[src/rtl/dsram_pkg.sv]
// Shared types and constants for the data SRAM controller.
// Included by the controller top and its strobe formatter.
package dsram_pkg;

    typedef enum logic [1:0] {
        ST_IDLE = 2'd0,
        ST_ADDR = 2'd1,
        ST_DATA = 2'd2,
        ST_RESP = 2'd3
    } state_e;

    localparam int SIZE_W = 2;
    localparam int STRB_W = 4;

    localparam logic [SIZE_W-1:0] SZ_B = 2'd0;
    localparam logic [SIZE_W-1:0] SZ_H = 2'd1;
    localparam logic [SIZE_W-1:0] SZ_W = 2'd2;

    // Size code 3 has no meaning of its own and behaves as a word access.
    function automatic logic [SIZE_W-1:0] norm_size(
        input logic [SIZE_W-1:0] s
    );
        return (s == 2'd3) ? SZ_W : s;
    endfunction

endpackage

[src/rtl/dsram_strb_gen.sv]
// Byte-lane strobe and store-data replication for the SRAM request.
// Purely combinational; fed from the captured request registers.
module dsram_strb_gen
    import dsram_pkg::*;
#(
    parameter int DATA_W = 32
) (
    input  logic              wr,
    input  logic [SIZE_W-1:0] size,
    input  logic [1:0]        addr_lo,
    input  logic [DATA_W-1:0] wdata_in,
    output logic [STRB_W-1:0] wstrb,
    output logic [DATA_W-1:0] wdata_out
);

    always_comb begin
        wstrb     = '0;
        wdata_out = wdata_in;
        unique case (1'b1)
            (size == SZ_B): begin
                wstrb     = 4'b0001 << addr_lo;
                wdata_out = {4{wdata_in[7:0]}};
            end
            (size == SZ_H): begin
                wstrb     = 4'b0011 << {addr_lo[1], 1'b0};
                wdata_out = {2{wdata_in[15:0]}};
            end
            default: begin
                wstrb = 4'b1111;
            end
        endcase
        // Loads never enable byte lanes.
        if (!wr) begin
            wstrb = '0;
        end
    end

endmodule

[src/rtl/data_sram_ctrl.sv]
// Data SRAM controller: one outstanding load/store between EX and MEM.
// Request captured in IDLE, issued in ADDR, returned in DATA, held in RESP.
module data_sram_ctrl
    import dsram_pkg::*;
#(
    parameter int ADDR_W = 32,
    parameter int DATA_W = 32
) (
    input  logic              clk,
    input  logic              reset,

    input  logic              req_valid,
    input  logic              req_wr,
    input  logic [1:0]        req_size,
    input  logic [ADDR_W-1:0] req_addr,
    input  logic [DATA_W-1:0] req_wdata,
    output logic              req_ready,
    input  logic              flush,

    output logic              rsp_valid,
    output logic [DATA_W-1:0] rsp_rdata,
    input  logic              rsp_ready,

    output logic              data_sram_req,
    output logic              data_sram_wr,
    output logic [1:0]        data_sram_size,
    output logic [3:0]        data_sram_wstrb,
    output logic [ADDR_W-1:0] data_sram_addr,
    output logic [DATA_W-1:0] data_sram_wdata,
    input  logic              data_sram_addr_ok,
    input  logic              data_sram_data_ok,
    input  logic [DATA_W-1:0] data_sram_rdata,

    output logic              busy
);

    state_e              state;
    state_e              state_nx;
    logic                drop;
    logic                cap_wr;
    logic [SIZE_W-1:0]   cap_size;
    logic [ADDR_W-1:0]   cap_addr;
    logic [DATA_W-1:0]   cap_wdata;
    logic [DATA_W-1:0]   rdata_q;
    logic                accept;

    assign accept = (state == ST_IDLE) && req_valid && !flush;

    always_ff @(posedge clk or posedge reset) begin
        if (reset) begin
            state <= ST_IDLE;
        end else begin
            state <= state_nx;
        end
    end

    always_comb begin
        state_nx      = state;
        req_ready     = 1'b0;
        data_sram_req = 1'b0;
        rsp_valid     = 1'b0;
        unique case (state)
            ST_IDLE: begin
                req_ready = !reset;
                if (req_valid && !flush) begin
                    state_nx = ST_ADDR;
                end
            end
            ST_ADDR: begin
                // Request stays up through a flush; the SRAM must see it out.
                data_sram_req = 1'b1;
                if (data_sram_addr_ok) begin
                    state_nx = ST_DATA;
                end
            end
            ST_DATA: begin
                if (data_sram_data_ok) begin
                    state_nx = (drop || flush) ? ST_IDLE : ST_RESP;
                end
            end
            ST_RESP: begin
                rsp_valid = 1'b1;
                if (flush || rsp_ready) begin
                    state_nx = ST_IDLE;
                end
            end
            default: begin
                state_nx = ST_IDLE;
            end
        endcase
    end

    always_ff @(posedge clk or posedge reset) begin
        if (reset) begin
            drop      <= 1'b0;
            cap_wr    <= 1'b0;
            cap_size  <= '0;
            cap_addr  <= '0;
            cap_wdata <= '0;
            rdata_q   <= '0;
        end else begin
            if (accept) begin
                cap_wr    <= req_wr;
                cap_size  <= norm_size(req_size);
                cap_addr  <= req_addr;
                cap_wdata <= req_wdata;
            end
            if (state == ST_DATA && data_sram_data_ok) begin
                rdata_q <= cap_wr ? '0 : data_sram_rdata;
            end
            if (state_nx == ST_IDLE) begin
                drop <= 1'b0;
            end else if (flush &&
                         (state == ST_ADDR || state == ST_DATA)) begin
                drop <= 1'b1;
            end
        end
    end

    dsram_strb_gen #(
        .DATA_W (DATA_W)
    ) u_strb_gen (
        .wr        (cap_wr),
        .size      (cap_size),
        .addr_lo   (cap_addr[1:0]),
        .wdata_in  (cap_wdata),
        .wstrb     (data_sram_wstrb),
        .wdata_out (data_sram_wdata)
    );

    assign data_sram_wr   = cap_wr;
    assign data_sram_size = cap_size;
    assign data_sram_addr = cap_addr;
    assign rsp_rdata      = rdata_q;
    assign busy           = (state != ST_IDLE);

endmodule

[config.mk]
export PLATFORM = sky130hd
export DESIGN_NAME = data_sram_ctrl
export DESIGN_NICKNAME = d
export VERILOG_FILES = /design/src/rtl/dsram_pkg.sv /design/src/rtl/dsram_strb_gen.sv /design/src/rtl/data_sram_ctrl.sv
export SDC_FILE = /design/constraint.sdc
export NUM_CORES = 1
export LEC_CHECK = 0
export ABC_CLOCK_PERIOD_IN_PS = 5900
export CORE_MARGIN = 2
export CORE_UTILIZATION = 30
export CTS_CLUSTER_DIAMETER = 80
export DETAILED_ROUTE_END_ITERATION = 8
export PLACE_DENSITY = 0.69
export SKIP_CTS_REPAIR_TIMING = 1
export SYNTH_ARGS = -nofsm -noshare
export SYNTH_HDL_FRONTEND = slang
export SYNTH_HIERARCHICAL = 1
export SYNTH_SLANG_ARGS = --single-unit
[constraint.sdc]
create_clock -name clk -period 5.9 [get_ports clk]
set_clock_uncertainty 0.1 [all_clocks]
set_input_delay 1.77 -clock clk [delete_from_list [all_inputs] [get_ports clk]]
set_output_delay 1.77 -clock clk [all_outputs]
set_load 0.02 [all_outputs]
==> results.json <==
{
  "route.detailed.drc": 0,
  "cp_max_fo": 2,
  "synthesis.area_mm2": 0.00461,
  "dieArea_mm2": 0.0164,
  "dr.pass1.iters": 4,
  "cp-end-kind": "primary output",
  "critPathArrivalTime_ns": 2.94,
  "p_sw_share_pct": 38.2,
  "route.detailed.wl_per_inst_um": 15.6,
  "first_global_vias": 3782,
  "hpwl_mm": 8.64,
  "gr-total-overflow": 0,
  "path_clk_slew_ns": 0.07,
  "syn_inst": 380,
  "htreeDepth": 3,
  "fp-row-count": 45,
  "intPower_mw": 2.55,
  "vias": 3525,
  "clockBufferDepth": 2,
  "via_per_inst": 4.58,
  "ant_nets": 0,
  "tns_ns": 0,
  "slew-limit-headroom_pct": 33.3,
  "ys_seq_elements": 102,
  "rsz0062_at_grt": "false",
  "cts_buffers": 9,
  "drive_gt1_share_pct": 18.2,
  "syn_area_per_cell_um2": 12.1,
  "drtIter0Drc": 115,
  "p_sw_mw": 1.58,
  "cap_violations": 0,
  "critPathLaunchType": "input port",
  "period_share_pct": 81.6,
  "port_buffers": 212,
  "pre_cts_ws_ns": 1.08,
  "cts_tree": "built",
  "fmax_mhz": 208,
  "placed_cell_area_mm2": 0.00681,
  "core_area_mm2": 0.0151,
  "grt_max_degree": 69,
  "dp.cells": 754,
  "cp_slowest_cell": "clkdlybuf4s50_1",
  "final.setup.worst_slack_ns": 1.09,
  "start_util_pct": 30.5,
  "status": "completed",
  "num_antenna_cells": 0,
  "crit_type": "input port to primary output",
  "max_slew.worst_pin.slew_ns": 0.998,
  "utilization_pct": 47.0,
  "area_growth_pct": 53.9,
  "gp_congestion": 0.745,
  "instances_no_fill": 769,
  "maxSlewViolCount": 0,
  "final_cell_mix": "clkdlybuf4s50_1 (212), dfrtp_1 (102), mux2_2 (82)",
  "hold_path.class": "register to register",
  "yosysWarnings": 6,
  "pwr_density_cell_mw_per_mm2": 582,
  "clock-sinks": 102,
  "yosysSeqAreaShare_pct": 55.4,
  "combinationalPowerShare_pct": 54.5,
  "final_common_cell": "clkdlybuf4s50_1",
  "wirelength_mm": 12.0,
  "die_width_um": 128,
  "grtUsageTotal_pct": 14.5,
  "clkPwrFrac_pct": 13.5,
  "clk_latency_ns": 0.34,
  "crit_top_cell": "clkdlybuf4s50_1",
  "finalHoldViolations": 0,
  "slowest_delay_ns": 0.61,
  "grt_pass1_wl_mm": 18.7,
  "peakVddDrop_v": 0.000215,
  "r2r_slack_ns": 3.53,
  "seq_power_share_pct": 31.9,
  "die_y_um": 128,
  "cp_data_required_time_ns": 4.03,
  "leakagePower_nw": 2.94,
  "syn_nets": 491,
  "fin_nets": 688,
  "stdcell_area_mm2": 0.00709,
  "path_cells": "clkdlybuf4s50_1, nor2_1, clkdlybuf4s50_1",
  "ys_types": 26,
  "setup_viol": 0,
  "period_needed_ns": 4.81,
  "cts-root-buf": "clkbuf_16",
  "antenna_found_initial": 0,
  "ios": 213
}
## path summary, 6_finish.rpt
check,from,endpoint,cells after the start
max in group asynchronous,reset,cap_wdata[9],3
max,reset,req_ready,3
min reg2reg,rsp_rdata[0],rsp_rdata[0],2
max reg2reg,state[0],data_sram_addr[0],4
min,rsp_rdata[0],rsp_rdata[0],2
min in group asynchronous,reset,data_sram_addr[21],2
## power by group through the flow
stage | Combinational, mW | Clock (mW) | Sequential (mW)
after floorplan | 1.03 | 0 | 1.53
after global routing | 2.39 | 0.607 | 1.38
after CTS | 2.28 | 0.584 | 1.32
final | 2.25 | 0.559 | 1.32
after global placement | 2.24 | 0 | 1.31
after detailed placement | 2.27 | 0 | 1.34
## cell usage after synthesis
cell      instances  share of area (%)
buf_6             2               0.49
mux2_2           82                 20
a31oi_1           1               0.14
buf_4            12                2.0
nor2_1            4               0.33
buf_2             5               0.54
a21oi_2           2               0.38
a21oi_1           5               0.54
or4_4             1               0.24
clkbuf_1          9               0.73
o21ai_0          42                4.6
nor4_1            1               0.14
ha_1              5                1.4
dfrtp_1         102                 55
o41ai_1           1               0.19
nor2b_1           5               0.68
or3_1             1               0.14
nand2b_1         35                4.8
or2b_1            1               0.16
inv_1             7               0.57
nand3_2           1               0.22
mux2i_1           8                1.7
nand2_1          44                3.6
o21a_1            2               0.33
nor2_8            1               0.43
buf_8             1               0.33
## state kept, by name (all words and copies together) (netlist names)
name            count
cap_wdata          32
data_sram_addr     32
rsp_rdata          32
data_sram_size      2
state               2
data_sram_wr        1
drop                1
## cell families after synthesis
kind of cell / synth area share, %
AOI/OAI and AO/OA: 6.14
adders and majority gates: 1.36
buffers and inverters: 4.62
DFF: 55.4
muxes: 21.8
and+or+nand+nor: 10.7
## per-layer routing
metal  GRT usage (%)  part of all wire [%]
met1            17.5                    42
met5               0                     0
met2            24.5                    49
met3            3.55                   6.0
met4            7.11                   3.2
## area by class of cell
cell class	count	area [um^2]
fillers	1379	8000
multi-input cells	242	1850
repair buffers	215	2140
flip-flops and latches	102	2550
clock buffers	12	256
inverters	7	28.8
clock inverters	3	20.0
well taps	188	235
## worst max-delay path: cells and delay by family
kind	cells	cell delay (ns)
buffers and inverters	2	1.07
and+or+nand+nor	1	0.10
## metrics by stage
step           hold slack, ns  total power [mW]
4_1_cts                 0.386              4.19
5_1_grt                 0.417              4.38
6_report                0.379              4.13
2_1_floorplan           0.374              2.56
3_5_place_dp            0.370              3.61
3_3_place_gp            0.365              3.56
No activity file was read; power rests on OpenSTA's default activity.
